## config.mk

```make
export PLATFORM = sky130hd
export DESIGN_NAME = gray_to_binary_tracker
export DESIGN_NICKNAME = d
export VERILOG_FILES = /design/src/rtl/gray_to_binary_tracker.sv
export SDC_FILE = /design/constraint.sdc
export NUM_CORES = 1
export LEC_CHECK = 0
export ABC_AREA = 0
export CAP_MARGIN = 20
export CORE_UTILIZATION = 59
export CTS_BUF_LIST = sky130_fd_sc_hd__clkbuf_4
export DETAILED_ROUTE_END_ITERATION = 10
export PLACE_DENSITY = 0.87
export SYNTH_ARGS = -nofsm -noshare
export SYNTH_HDL_FRONTEND = slang
export SYNTH_SLANG_ARGS = --single-unit
```

## constraint.sdc

```tcl
create_clock -name clk -period 3.7 [get_ports clk]
set_clock_uncertainty 0.2 [all_clocks]
set_input_delay 0.925 -clock clk [delete_from_list [all_inputs] [get_ports clk]]
set_output_delay 0.925 -clock clk [all_outputs]
set_load 0.1 [all_outputs]
```

## src/rtl/gray_to_binary_tracker.sv

```systemverilog
// ---------------------------------------------------------------------------
// gray_to_binary_tracker
//
// Receive side of a Gray-coded count path. A Gray value produced in another
// clock domain is resynchronised, decoded to binary, and its motion is
// tracked. Each accepted step produces a one-cycle valid pulse together with
// the new binary value and a direction flag. Multi-bit jumps between
// consecutive synchronised samples are recorded in a sticky error bit. A
// saturating 16-bit counter counts valid pulses.
//
// Parameters
//   WIDTH        width of the Gray input and binary output (2..16)
//   SYNC_STAGES  synchroniser depth on g_in (2..4)
//
// Ports
//   clk        in   sole clock, rising edge
//   rst_n      in   asynchronous active-low reset
//   g_in       in   [WIDTH] Gray-coded value, asynchronous to clk
//   en         in   tracking enable; 0 holds the outputs
//   err_clr    in   synchronous clear of the sticky error
//   b_out      out  [WIDTH] decoded binary value, registered
//   valid      out  one-cycle pulse when b_out takes a new value
//   dir        out  direction of the last legal step (1 = up, 0 = down)
//   err        out  sticky multi-bit-jump flag
//   step_cnt   out  [16] saturating count of valid pulses
//   state_dbg  out  [2] current FSM state (0 idle, 1 init, 2 track)
//
// Handshake: valid is a pure producer-side strobe with no ready/backpressure.
// A sink must accept b_out/dir/err/step_cnt in the single cycle valid is
// high; the block never stalls or repeats a pulse.
// ---------------------------------------------------------------------------
module gray_to_binary_tracker #(
  parameter int WIDTH       = 4,
  parameter int SYNC_STAGES = 2
) (
  input  logic             clk,
  input  logic             rst_n,
  input  logic [WIDTH-1:0] g_in,
  input  logic             en,
  input  logic             err_clr,
  output logic [WIDTH-1:0] b_out,
  output logic             valid,
  output logic             dir,
  output logic             err,
  output logic [15:0]      step_cnt,
  output logic [1:0]       state_dbg
);

  typedef enum logic [1:0] {
    ST_IDLE  = 2'd0,
    ST_INIT  = 2'd1,
    ST_TRACK = 2'd2
  } state_t;

  // -------------------------------------------------------------------------
  // Synchroniser. Runs regardless of en so the sample is always fresh when
  // tracking is re-enabled.
  // -------------------------------------------------------------------------
  logic [WIDTH-1:0] sync_q [SYNC_STAGES];
  logic [WIDTH-1:0] g_s;

  always_ff @(posedge clk or negedge rst_n) begin
    if (!rst_n) begin
      for (int i = 0; i < SYNC_STAGES; i++) begin
        sync_q[i] <= '0;
      end
    end else begin
      sync_q[0] <= g_in;
      for (int i = 1; i < SYNC_STAGES; i++) begin
        sync_q[i] <= sync_q[i-1];
      end
    end
  end

  assign g_s = sync_q[SYNC_STAGES-1];

  // -------------------------------------------------------------------------
  // Settle counter. After reset the chain still holds the reset zeros; the
  // last stage reflects a real g_in sample only once SYNC_STAGES edges have
  // passed. INIT waits for this so the first baseline is not the reset value
  // (which would otherwise make the first tracked step look like a jump).
  // -------------------------------------------------------------------------
  localparam logic [2:0] SETTLE_MAX = 3'(SYNC_STAGES);

  logic [2:0] settle_q;
  logic       sync_ok;

  always_ff @(posedge clk or negedge rst_n) begin
    if (!rst_n) begin
      settle_q <= '0;
    end else if (settle_q != SETTLE_MAX) begin
      settle_q <= settle_q + 3'd1;
    end
  end

  assign sync_ok = (settle_q == SETTLE_MAX);

  // -------------------------------------------------------------------------
  // Gray decode: each binary bit is the XOR of all Gray bits at or above it.
  // -------------------------------------------------------------------------
  logic [WIDTH-1:0] b_dec;

  always_comb begin
    b_dec = '0;
    for (int i = 0; i < WIDTH; i++) begin
      b_dec[i] = ^(g_s >> i);
    end
  end

  // -------------------------------------------------------------------------
  // Change classification against the last accepted sample. A nonzero value
  // with a single set bit is a legal Gray step; more set bits is a jump.
  // -------------------------------------------------------------------------
  logic [WIDTH-1:0] g_prev;
  logic [WIDTH-1:0] g_diff;
  logic [WIDTH-1:0] g_diff_m1;
  logic             hd_zero;
  logic             hd_one;
  logic             hd_many;

  assign g_diff    = g_s ^ g_prev;
  assign g_diff_m1 = g_diff - WIDTH'(1);
  assign hd_zero   = (g_diff == '0);
  assign hd_one    = !hd_zero && ((g_diff & g_diff_m1) == '0);
  assign hd_many   = !hd_zero && !hd_one;

  // Direction: a step is "up" only when the new value is exactly one above
  // the old one, modulo 2^WIDTH, so max -> 0 counts as up.
  logic [WIDTH-1:0] b_step;
  logic             step_up;

  assign b_step  = b_dec - b_out;
  assign step_up = (b_step == WIDTH'(1));

  // -------------------------------------------------------------------------
  // FSM
  // -------------------------------------------------------------------------
  state_t state_q;
  state_t state_d;
  logic   capture;   // take g_s as the new baseline and emit a pulse
  logic   upd_dir;   // legal single-bit step: refresh dir
  logic   set_err;   // illegal jump: set sticky error

  always_ff @(posedge clk or negedge rst_n) begin
    if (!rst_n) begin
      state_q <= ST_IDLE;
    end else begin
      state_q <= state_d;
    end
  end

  always_comb begin
    state_d = state_q;
    capture = 1'b0;
    upd_dir = 1'b0;
    set_err = 1'b0;
    unique case (state_q)
      ST_IDLE: begin
        if (en) begin
          state_d = ST_INIT;
        end
      end
      ST_INIT: begin
        if (!en) begin
          state_d = ST_IDLE;
        end else if (sync_ok) begin
          // Rebaseline: no comparison against the stale g_prev.
          capture = 1'b1;
          state_d = ST_TRACK;
        end
      end
      ST_TRACK: begin
        if (!en) begin
          // Re-enable goes through INIT, so motion while disabled is never
          // reported as an error.
          state_d = ST_IDLE;
        end else if (hd_one) begin
          capture = 1'b1;
          upd_dir = 1'b1;
        end else if (hd_many) begin
          capture = 1'b1;
          set_err = 1'b1;
        end
      end
      default: begin
        state_d = ST_IDLE;
      end
    endcase
  end

  assign state_dbg = state_q;

  // -------------------------------------------------------------------------
  // Output and compare registers. All of them change on the capture edge so
  // the sink sees a coherent set alongside valid.
  // -------------------------------------------------------------------------
  always_ff @(posedge clk or negedge rst_n) begin
    if (!rst_n) begin
      g_prev <= '0;
      b_out  <= '0;
      valid  <= 1'b0;
      dir    <= 1'b0;
    end else begin
      valid <= capture;
      if (capture) begin
        g_prev <= g_s;
        b_out  <= b_dec;
      end
      if (upd_dir) begin
        dir <= step_up;
      end
    end
  end

  // Sticky error; a new jump wins over a simultaneous clear.
  always_ff @(posedge clk or negedge rst_n) begin
    if (!rst_n) begin
      err <= 1'b0;
    end else if (set_err) begin
      err <= 1'b1;
    end else if (err_clr) begin
      err <= 1'b0;
    end
  end

  // Saturating pulse counter.
  always_ff @(posedge clk or negedge rst_n) begin
    if (!rst_n) begin
      step_cnt <= '0;
    end else if (capture && (step_cnt != 16'hFFFF)) begin
      step_cnt <= step_cnt + 16'd1;
    end
  end

endmodule

```

==> results by group, run 1 <==
Power and ir drop
  • Peak supply drop: 0.8483 mV
  • Power Density: slightly above 900 nW/um2
  • Leakage: 1.115 nW

Finish
  • Flip-flop and latch area: 975.9 um2
  • Multi-input gate area: 899.6 um2
  • Share of layout cells above drive strength 1: between 20% and 30%
  • Fillers: 212
  • Cell Count, Final, Fillers Out: approximately 260
  • Final instance area: between 2000 and 2500 um2
  • N_diodes: 0
  • Fin nets: ~230
  • P&R area growth vs syn: 19.90%

Clock network
  • H-tree depth: 2
  • Sink Count: 39
  • Clock-pin slew on the worst setup and hold paths: 0.11 ns
  • CTS Hold Buffers Added: 0
  • CTS root buf: clkbuf_4
  • Skew-Pair Late Insertion Delay: 0.35 ns
  • CTS tree: done
  • Post-CTS Setup Bufs: 0
  • CTS Buffer Depth: 2
  • Post-cts gate resize count: 0
  • TritonCTS Buffers: 5

Synthesis
  • Synthesized flop and latch total: 39
  • Post-Syn Area: around 1900 um2
  • Count of cell types in the netlist: 37
  • Syn Nets: a little under 200
  • Syn Area/Cell: between 10 and 15 um2
  • Sequential share of the synthesized area: 50.23%
  • Post-Syn Instances: 177
  • Yosys warnings: 0

Global route
  • Gr ovfl total: 0
  • Initial antenna violation count: 0
  • Number of global-route vias before repair: between 1k and 1.5k
  • Largest net degree at the start of global routing: 40
  • GRT Overall Usage: 25.12%
  • First-pass GRT wire length: 6.375 mm

Critical path
  • Setup crit end kind: flop
  • CP max-delay cell: dfrtp_1
  • Top Family by Delay on Critical Path: XOR/XNOR gates
  • Critical path class: flop to flop
  • Path depth of the worst reg2reg path: 9
  • Crit path cell chain: xor2_1 -> xnor2_1 -> xor2_1 -> ha_1 -> inv_1 -> fa_1 -> xor2_1 -> a2111oi_2 -> mux2_1
  • Crit path launch: g_s[2]
  • Startpoint types: flop
  • Crit-path most repeated cell: xor2_1
  • Crit-path max FO: 3
  • Reg-to-reg slack, setup: about 0.85 ns
  • Critical path's largest stage delay: approximately 0.44 ns
  • R2R Path End: dir
  • Reg2Reg Launch Point: g_s[2]
  • Crit. path cell count: 9
  • Buf+Inv Stages, Crit Path: 1
  • Worst EP arrival: ~2.9 ns
  • CP Capture Point: dir
  • CP Data Required Time: roughly 3.8 ns

Detailed routing
  • Routed vias: 1429
  • Antenna Violating Nets Remaining: 0
  • DR iter-0 viols: 49
  • Router iterations before antenna repair: 4
  • Residual DRC: 0
  • WL/cell: between 10 and 15 um
  • Routed WL: 3.854 mm
  • Vias per cell: about 5.5

Floorplanning
  • Number of I/O pins: 33
  • DIE WIDTH: about 59 um
  • Die area: ~3500 um2
  • Core Area: roughly 3100 um2
  • Die Y: roughly 59 um
  • Initial Utilization: between 60% and 70%
  • # rows: 20

Placed design
  • Port bufs: 32
  • DP Worst Slack: 0.7301 ns
  • HPWL after DPL: about 2.7 mm
  • Dpl cell area: roughly 2200 um2
  • Placed Cells incl. Taps: 250
  • Gpl congestion: approximately 0.78

Worst hold path
  • Hold path depth: 0
  • Hold Path Class: flop to flop
  • Worst Hold Launch: sync_q[5]

STA
  • Final setup TNS: 0 ns
  • Fin. Hold Viols: 0
  • Normalized max-slew margin: around 45%
  • Fmax: 350.7 MHz
  • Final slew viol count: 0
  • Final setup violation count: 0
  • Worst Slack Setup Final: ~0.85 ns
  • Final cycle utilization of the critical path: between 70 and 80%
  • RSZ-0062 raised after global routing: false
  • Worst slew pin tran: approximately 0.83 ns
  • Final Critical Period: 2.852 ns

Run status
  • Status: finished, final reports clean

Flow run
  • Max-capacitance violation count: 0
## sequential cells by signal, indices dropped and copies added (netlist names)
signal	flops
settle_q	3
g_prev	3
step_cnt	16
sync_q	4
state_dbg	2
b_out	4
dir	1
g_s	4
valid	1
err	1
## layer usage
layer  GRT usage [%]  wire (um)  up-vias
li1                -          -      679
met1           30.41       1620      712
met2           43.34       2038       31
met3           5.895        138        7
met4           9.524         56        0
met5               0          0        -
## power by group
part / internal, mW / switching, mW / total (mW)
Sequential: 0.523 / 0.102 / 0.625
Clock: 0.218 / 0.139 / 0.357
Combinational: 0.305 / 0.878 / 1.18
Total: 1.05 / 1.12 / 2.16
## Yosys cell counts (all sizes together)
cell type | n | area [um2]
a2111oi | 1 | 15.01
a211o | 1 | 8.760
a21oi | 4 | 20.02
and2 | 1 | 6.260
and3 | 2 | 13.77
and4 | 3 | 26.28
buf | 3 | 26.27
dfrtp | 39 | 975.9
fa | 1 | 20.02
ha | 9 | 112.6
inv | 11 | 41.29
maj3 | 1 | 10.01
mux2 | 8 | 90.09
nand2 | 22 | 82.58
nand2b | 1 | 6.260
nand3 | 9 | 50.05
nand4 | 2 | 12.51
nor2 | 8 | 30.03
nor2b | 2 | 12.51
nor3 | 3 | 15.01
nor4 | 7 | 43.79
o211a | 1 | 10.01
o211ai | 4 | 35.03
o21a | 1 | 7.510
o21ai | 8 | 43.79
o21bai | 1 | 7.510
o22ai | 1 | 6.260
or3 | 1 | 6.260
xnor2 | 8 | 85.08
xor2 | 14 | 122.6
## per-stage QoR
step | hold WS (ns) | utilization [%] | total power, mW
final | 0.1605 | 75.69 | 2.165
after global routing | 0.1723 | 75.69 | 2.273
after CTS | 0.1645 | 75.69 | 2.172
after detailed placement | 0.1372 | 72.28 | 1.806
after global placement | 0.1321 | 72.28 | 1.757
after floorplan | 0.1312 | - | 1.571
## cells in the final DEF (no fill, tap or decap), types with 2 or more instances in the layout
cell             netlist  final
nand3_1                8      8
nor3_1                 3      3
dfrtp_1               39     39
nor2_1                 8      8
nand4_1                2      2
buf_4                  2     25
nor2b_1                2      2
inv_1                 11     11
and4_1                 3      3
clkbuf_4               0      6
bufinv_16              0      2
xor2_1                14     14
o211ai_1               3      3
o21ai_0                7      7
a21oi_1                4      4
xnor2_2                2      2
nand2_1               22     22
mux2_2                 7      7
ha_1                   9      9
nor4_1                 7      7
xnor2_1                6      6
clkdlybuf4s50_1        0      6
## final cells by class
class | count | area share, %
flip-flops and latches | 39 | 41.89
inverters | 11 | 1.772
repair buffers | 32 | 10.85
clock buffers | 6 | 1.933
multi-input cells | 124 | 38.61
well taps | 44 | 2.363
clock inverters | 2 | 2.578
## kinds of logic after synthesis
| group | after synthesis | synth area share, % |
|---|---|---|
| muxes | 8 | 4.636 |
| adders and majority gates | 11 | 7.341 |
| AOI/OAI and AO/OA | 22 | 7.920 |
| buffers and inverters | 14 | 3.477 |
| DFF | 39 | 50.23 |
| and+or+nand+nor | 61 | 15.71 |
| xor gates and xnor gates | 22 | 10.69 |
## how the worst min path moves through the flow
| stage | endpoint |
|---|---|
| after global routing | g_s[0] |
| after CTS | g_s[1] |
| final | g_s[1] |
| after detailed placement | g_s[1] |
| after floorplan | g_s[0] |
| after global placement | g_s[1] |
No activity file was read; power rests on OpenSTA's default activity.
==> run 2, diff against run 1 <==
--- a/config.mk
+++ b/config.mk
@@ -7,10 +7,10 @@
 export LEC_CHECK = 0
 export ABC_AREA = 0
 export CAP_MARGIN = 20
-export CORE_UTILIZATION = 59
+export CORE_UTILIZATION = 49
 export CTS_BUF_LIST = sky130_fd_sc_hd__clkbuf_4
 export DETAILED_ROUTE_END_ITERATION = 10
-export PLACE_DENSITY = 0.87
+export PLACE_DENSITY = 0.78
 export SYNTH_ARGS = -nofsm -noshare
 export SYNTH_HDL_FRONTEND = slang
 export SYNTH_SLANG_ARGS = --single-unit
==> constraint.sdc (replaced) <==
create_clock -name clk -period 2.3 [get_ports clk]
set_clock_uncertainty 0.2 [all_clocks]
set_input_delay 0.575 -clock clk [delete_from_list [all_inputs] [get_ports clk]]
set_output_delay 0.575 -clock clk [all_outputs]
set_load 0.1 [all_outputs]
==> results by group, run 2 (synthesized netlist as in run 1, its figures left out) <==
Floorplanning
  • DIE WIDTH: 64.97 um (+9.4%)
  • Core Area: 3744 um2 (+22%)
  • Die Y: 64.97 um (+9.4%)
  • Die area: 4221 um2 (+20%)
  • # rows: 22 (+10%)
  • Initial Utilization: 51.91% (-11 points)
  • Number of I/O pins: 33 (unchanged)

Critical path
  • Setup crit end kind: flop
  • CP max-delay cell: fa_1
  • Crit-path most repeated cell: xor2_2
  • Startpoint types: flop
  • Critical path class: flop to flop
  • Buf+Inv Stages, Crit Path: 1 (unchanged)
  • Critical path's largest stage delay: 0.44 ns (about the same)
  • Reg2Reg Launch Point: g_s[2]
  • Top Family by Delay on Critical Path: XOR/XNOR gates
  • Crit path launch: g_s[2]
  • CP Data Required Time: 2.34 ns (-1.45 ns)
  • Crit-path max FO: 3 (unchanged)
  • Crit path cell chain: xor2_2 -> xnor2_2 -> xor2_1 -> ha_1 -> inv_1 -> fa_1 -> xor2_2 -> a2111oi_4 -> mux2_1
  • Worst EP arrival: 2.67 ns (-0.27 ns)

Placed design
  • DP Worst Slack: -0.3266 ns (-1.057 ns)
  • Port bufs: 32 (unchanged)
  • HPWL after DPL: 2.965 mm (+10%)
  • Gpl congestion: 0.7722 (-1.4%)

Finish
  • Share of layout cells above drive strength 1: 39.06% (+17 points)
  • Fillers: 253 (+19%)
  • Max reg flops: 16 (unchanged)
  • N_diodes: 0 (unchanged)
  • Fin nets: 250 (+8.2%)
  • Most flop-heavy register: step_cnt
  • Multi-input gate area: 975.9 um2 (+8.5%)
  • P&R area growth vs syn: 45.72%
  • Most frequent cells in the layout: nand2_1 (22), buf_12 (22), buf_4 (21)
  • Flip-flop and latch area: 1005 um2 (+2.9%)

Detailed routing
  • Residual DRC: 0 (unchanged)
  • Routed vias: 1530 (+7.1%)
  • WL/cell: 15.19 um (+1.7%)
  • Routed WL: 4.269 mm (+11%)
  • Antenna Violating Nets Remaining: 0 (unchanged)
  • Vias per cell: 5.445 (-1.7%)
  • DR iter-0 viols: 39 (-20%)
  • Router iterations before antenna repair: 4 (unchanged)

STA
  • Final cycle utilization of the critical path: 114.3% (+37 points)
  • Worst Slack Setup Final: -0.3278 ns (-1.176 ns)
  • Final slew viol count: 0 (unchanged)
  • Fmax: 380.6 MHz (+8.5%)
  • Final setup violation count: 1 (+1)
  • Hold WS: 0.1625 ns (+0.001947 ns)
  • Worst slew pin tran: 0.4470 ns (-0.3808 ns)
  • Final Critical Period: 2.628 ns (-0.2239 ns)
  • Normalized max-slew margin: 70.20% (+25 points)
  • Fin. Hold Viols: 0 (unchanged)
  • RSZ-0062 raised after global routing: true

Global route
  • Number of global-route vias before repair: 1600 (+13%)
  • Gr ovfl total: 0 (unchanged)
  • First-pass GRT wire length: 6.934 mm (+8.8%)
  • Initial antenna violation count: 0 (unchanged)
  • GRT Overall Usage: 22.08% (-3.0 points)
  • Largest net degree at the start of global routing: 24 (-40%)

Clock network
  • CTS Buffer Depth: 2 (unchanged)
  • CTS root buf: clkbuf_4
  • Clock-pin slew on the worst setup and hold paths: 0.12 ns (about the same)
  • Skew-Pair Late Insertion Delay: 0.35 ns (about the same)
  • CTS tree: done
  • TritonCTS Buffers: 5 (unchanged)
  • Sink Count: 39 (unchanged)
  • H-tree depth: 2 (unchanged)

Worst hold path
  • Hold Path Class: flop to flop
  • Worst Hold Launch: sync_q[5]

Power and ir drop
  • Power Density: 1375 nW/um2 (+48%)
  • Leakage: 1.258 nW (+13%)
  • Peak supply drop: 0.9877 mV (+16%)

Run status
  • Status: complete, but fails checks
  • Failing checks: negative setup slack

Flow run
  • Max-capacitance violation count: 0 (unchanged)
[run 2: metal layers]
layer | part of all wire [%] | track usage [%] | vias to the layer above
met1 | 40 | 24.17 | 747
met4 | 2.5 | 11.39 | 0
met2 | 53 | 38.93 | 50
met5 | 0 | 0 | -
met3 | 4.3 | 5.634 | 14
li1 | - | - | 719
[run 2: final timing paths]
kind | end | slack [ns] | cells past startpoint
min in group asynchronous | step_cnt[6] | 0.49 | 2
min reg2reg | g_s[1] | 0.16 | 0
max in group asynchronous | step_cnt[14] | 0.92 | 3
min | g_s[1] | 0.16 | 0
max | dir | -0.33 | 9
max reg2reg | dir | -0.33 | 9
[run 2: repair_timing]
| action | in CTS | in global routing |
|---|---|---|
| setup endpoints to repair | 1 | 16 |
| pin swaps | 1 | 4 |
| resized for setup | 1 | 8 |
| buffers inserted | 2 | 1 |
| hold buffers | 1 | 0 |
| endpoints found under the hold margin | 16 | 0 |
[run 2: per-stage QoR]
stage / instances / util, % / setup TNS [ns] / total power [mW] / cell area, um2
global route: 281 / 75.63 / -0.4724 / 4.092 / 2831
CTS: 280 / 73.80 / -0.3081 / 3.787 / 2763
finish: 281 / 75.63 / -0.3278 / 3.893 / 2831
detailed placement: 269 / 71.06 / -0.5386 / 3.327 / 2660
global placement: 269 / 71.06 / -0.3410 / 3.247 / 2660
floorplan: 177 / - / -0.2086 / 2.558 / 1986
[run 2: worst reg2reg max path: cells and delay by family (launching register included)]
kind            cells  cell delay [ns]
buf+inv             1             0.06
compound gates      1             0.05
xor+xnor            4             0.85
fa+ha+maj           2             0.64
mux                 1             0.30
flops               1             0.43
[run 2: layout make-up]
cell class	count	share of cell area, %
Clock buffer	5	1.326
Clock inverter	3	1.370
Inverter	11	1.458
Multi-Input combinational cell	124	34.47
Sequential cell	39	35.48
Tap cell	48	2.121
Timing Repair Buffer	51	23.77
[run 2: power by group]
part           switching, mW  total, mW  internal, mW
registers              0.213       1.08         0.865
clock network          0.231      0.455         0.224
logic                   1.49       2.36         0.866
==> run 3, diff against run 2 <==
--- a/config.mk
+++ b/config.mk
@@ -11,6 +11,7 @@
 export CTS_BUF_LIST = sky130_fd_sc_hd__clkbuf_4
 export DETAILED_ROUTE_END_ITERATION = 10
 export PLACE_DENSITY = 0.78
+export SKIP_CTS_REPAIR_TIMING = 1
 export SYNTH_ARGS = -nofsm -noshare
 export SYNTH_HDL_FRONTEND = slang
 export SYNTH_SLANG_ARGS = --single-unit
==> results by group, run 3 (synthesized netlist as in run 1, its figures left out) <==
Critical path
  • Critical path class: flop to flop
  • R2R Path End: dir
  • Setup crit end kind: flop
  • Crit path cell chain: xor2_2 -> xnor2_2 -> xor2_1 -> ha_1 -> inv_1 -> fa_1 -> xor2_2 -> a2111oi_4 -> mux2_1
  • CP Data Required Time: 2.35 ns (about the same)
  • Reg2Reg Launch Point: g_s[2]
  • Reg-to-reg slack, setup: -0.31 ns (+0.02 ns)
  • Critical path's largest stage delay: 0.44 ns (about the same)
  • Startpoint types: flop
  • Path depth of the worst reg2reg path: 9 (unchanged)
  • Crit-path most repeated cell: xor2_2
  • CP max-delay cell: fa_1
  • Crit-path max FO: 3 (unchanged)
  • Worst EP arrival: 2.65 ns (-0.02 ns)

Clock network
  • Skew-Pair Late Insertion Delay: 0.35 ns (about the same)
  • Sink Count: 39 (unchanged)
  • CTS tree: done
  • H-tree depth: 2 (unchanged)
  • CTS Buffer Depth: 2 (unchanged)
  • CTS root buf: clkbuf_4
  • TritonCTS Buffers: 5 (unchanged)
  • Clock-pin slew on the worst setup and hold paths: 0.12 ns (about the same)

Finish
  • Fin nets: 249 (-0.40%)
  • N_diodes: 0 (unchanged)
  • Most flop-heavy register: step_cnt
  • Fillers: 250 (-1.2%)
  • Multi-input gate area: 987.2 um2 (+1.2%)
  • Flip-flop and latch area: 1005 um2 (unchanged)
  • Share of layout cells above drive strength 1: 38.79% (-0.26 points)
  • P&R area growth vs syn: 45.91%
  • Max reg flops: 16 (unchanged)
  • Final design utilization: 75.74% (+0.10 points)
  • Most frequent cells in the layout: nand2_1 (22), buf_12 (22), dfrtp_1 (20), buf_4 (20), dfrtp_2 (17)

Global route
  • First-pass GRT wire length: 6.831 mm (-1.5%)
  • Gr ovfl total: 0 (unchanged)
  • Number of global-route vias before repair: 1575 (-1.6%)
  • Initial antenna violation count: 0 (unchanged)
  • Largest net degree at the start of global routing: 24 (unchanged)
  • GRT Overall Usage: 21.70% (-0.38 points)

Run status
  • Failing checks: negative setup slack
  • Status: complete, but fails checks

STA
  • Final setup violation count: 1 (unchanged)
  • RSZ-0062 raised after global routing: true
  • Final Critical Period: 2.606 ns (-0.02151 ns)
  • Hold WS: 0.1623 ns (-0.0002110 ns)
  • Worst slew pin tran: 0.4462 ns (-0.0008479 ns)
  • Final cycle utilization of the critical path: 113.3% (-0.94 points)
  • Worst Slack Setup Final: -0.3063 ns (+0.02151 ns)
  • Fmax: 383.7 MHz (+0.83%)
  • Final slew viol count: 0 (unchanged)
  • Fin. Hold Viols: 0 (unchanged)
  • Normalized max-slew margin: 70.25% (about the same)

Power and ir drop
  • Comb power frac: 60.6% (about the same)
  • Internal power: 1.961 mW (+0.32%)
  • Peak supply drop: 1.014 mV (+2.7%)
  • Power Density: 1377 nW/um2 (+0.11%)
  • Net switching power: 1.942 mW (+0.16%)
  • Clock share of power: 11.7% (about the same)
  • Leakage: 1.255 nW (-0.27%)
  • Flop pwr share: 27.8% (about the same)
  • Sw frac: 49.77% (about the same)
  • Total power: 3.903 mW (+0.24%)

Detailed routing
  • Residual DRC: 0 (unchanged)
  • Antenna Violating Nets Remaining: 0 (unchanged)
  • Vias per cell: 5.364 (-1.5%)
  • Routed WL: 4.206 mm (-1.5%)
  • DR iter-0 viols: 47 (+21%)
  • WL/cell: 15.02 um (-1.1%)
  • Routed vias: 1502 (-1.8%)
  • Router iterations before antenna repair: 4 (unchanged)

Placed design
  • Gpl congestion: 0.7722 (unchanged)
  • Port bufs: 32 (unchanged)
  • HPWL after DPL: 2.965 mm (unchanged)

Floorplanning
  • Die Y: 64.97 um (unchanged)
  • Die area: 4221 um2 (unchanged)
  • Core Area: 3744 um2 (unchanged)
  • # rows: 22 (unchanged)
  • Initial Utilization: 51.91% (unchanged)
  • DIE WIDTH: 64.97 um (unchanged)
  • Number of I/O pins: 33 (unchanged)

Worst hold path
  • Worst Hold Launch: sync_q[5]
  • Hold path depth: 0 (unchanged)
  • Worst hold endpoint: g_s[1]
  • Hold Path Class: flop to flop

Flow run
  • Max-capacitance violation count: 0 (unchanged)
run 3: worst max-delay path, delay by kind of cell, from the launching register on:
kind / cells / cell delay [ns]
AO/OA/AOI/OAI: 1 / 0.05
flip-flops: 1 / 0.43
XOR/XNOR: 4 / 0.84
multiplexers: 1 / 0.30
buffers and inverters: 1 / 0.06
adder cells (fa/ha/maj): 2 / 0.63
run 3: worst max path at each step:
| stage | cells past startpoint | from | end |
|---|---|---|---|
| floorplan | 9 | g_s[2] | dir |
| global placement | 9 | g_s[3] | dir |
| detailed placement | 9 | g_s[3] | dir |
| CTS | 9 | g_s[3] | dir |
| global route | 9 | g_s[2] | dir |
| finish | 9 | g_s[2] | dir |
run 3: area by class of cell:
type | instances | share of cell area [%]
clock buffers | 5 | 1.324
flip-flops and latches | 39 | 35.44
repair buffers | 50 | 23.48
clock inverters | 3 | 1.368
well taps | 48 | 2.118
multi-input cells | 124 | 34.82
inverters | 11 | 1.456
run 3: per-stage QoR:
stage | cells | TNS [ns] | setup slack, ns | instance area [um2]
6_report | 280 | -0.3063 | -0.3063 | 2835
5_1_grt | 280 | -0.4975 | -0.4440 | 2835
3_5_place_dp | 269 | -0.5386 | -0.3266 | 2660
2_1_floorplan | 177 | -0.2086 | -0.2086 | 1986
4_1_cts | 277 | -0.3422 | -0.3422 | 2736
3_3_place_gp | 269 | -0.3410 | -0.2367 | 2660
run 3: metal layers:
metal	vias up	part of all wire, %	global-route usage (%)
met4	0	2.4	10.56
met1	731	40	23.95
met2	46	54	38.41
met3	10	3.9	5.458
met5	-	0	0
li1	715	-	-
run 3: power groups by stage:
stage | logic, mW | registers (mW) | clock network (mW)
after floorplan | 0.744 | 1.81 | 0
after global placement | 2.18 | 1.07 | 0
after detailed placement | 2.24 | 1.09 | 0
after CTS | 2.24 | 1.07 | 0.462
after global routing | 2.51 | 1.11 | 0.485
final | 2.36 | 1.08 | 0.455
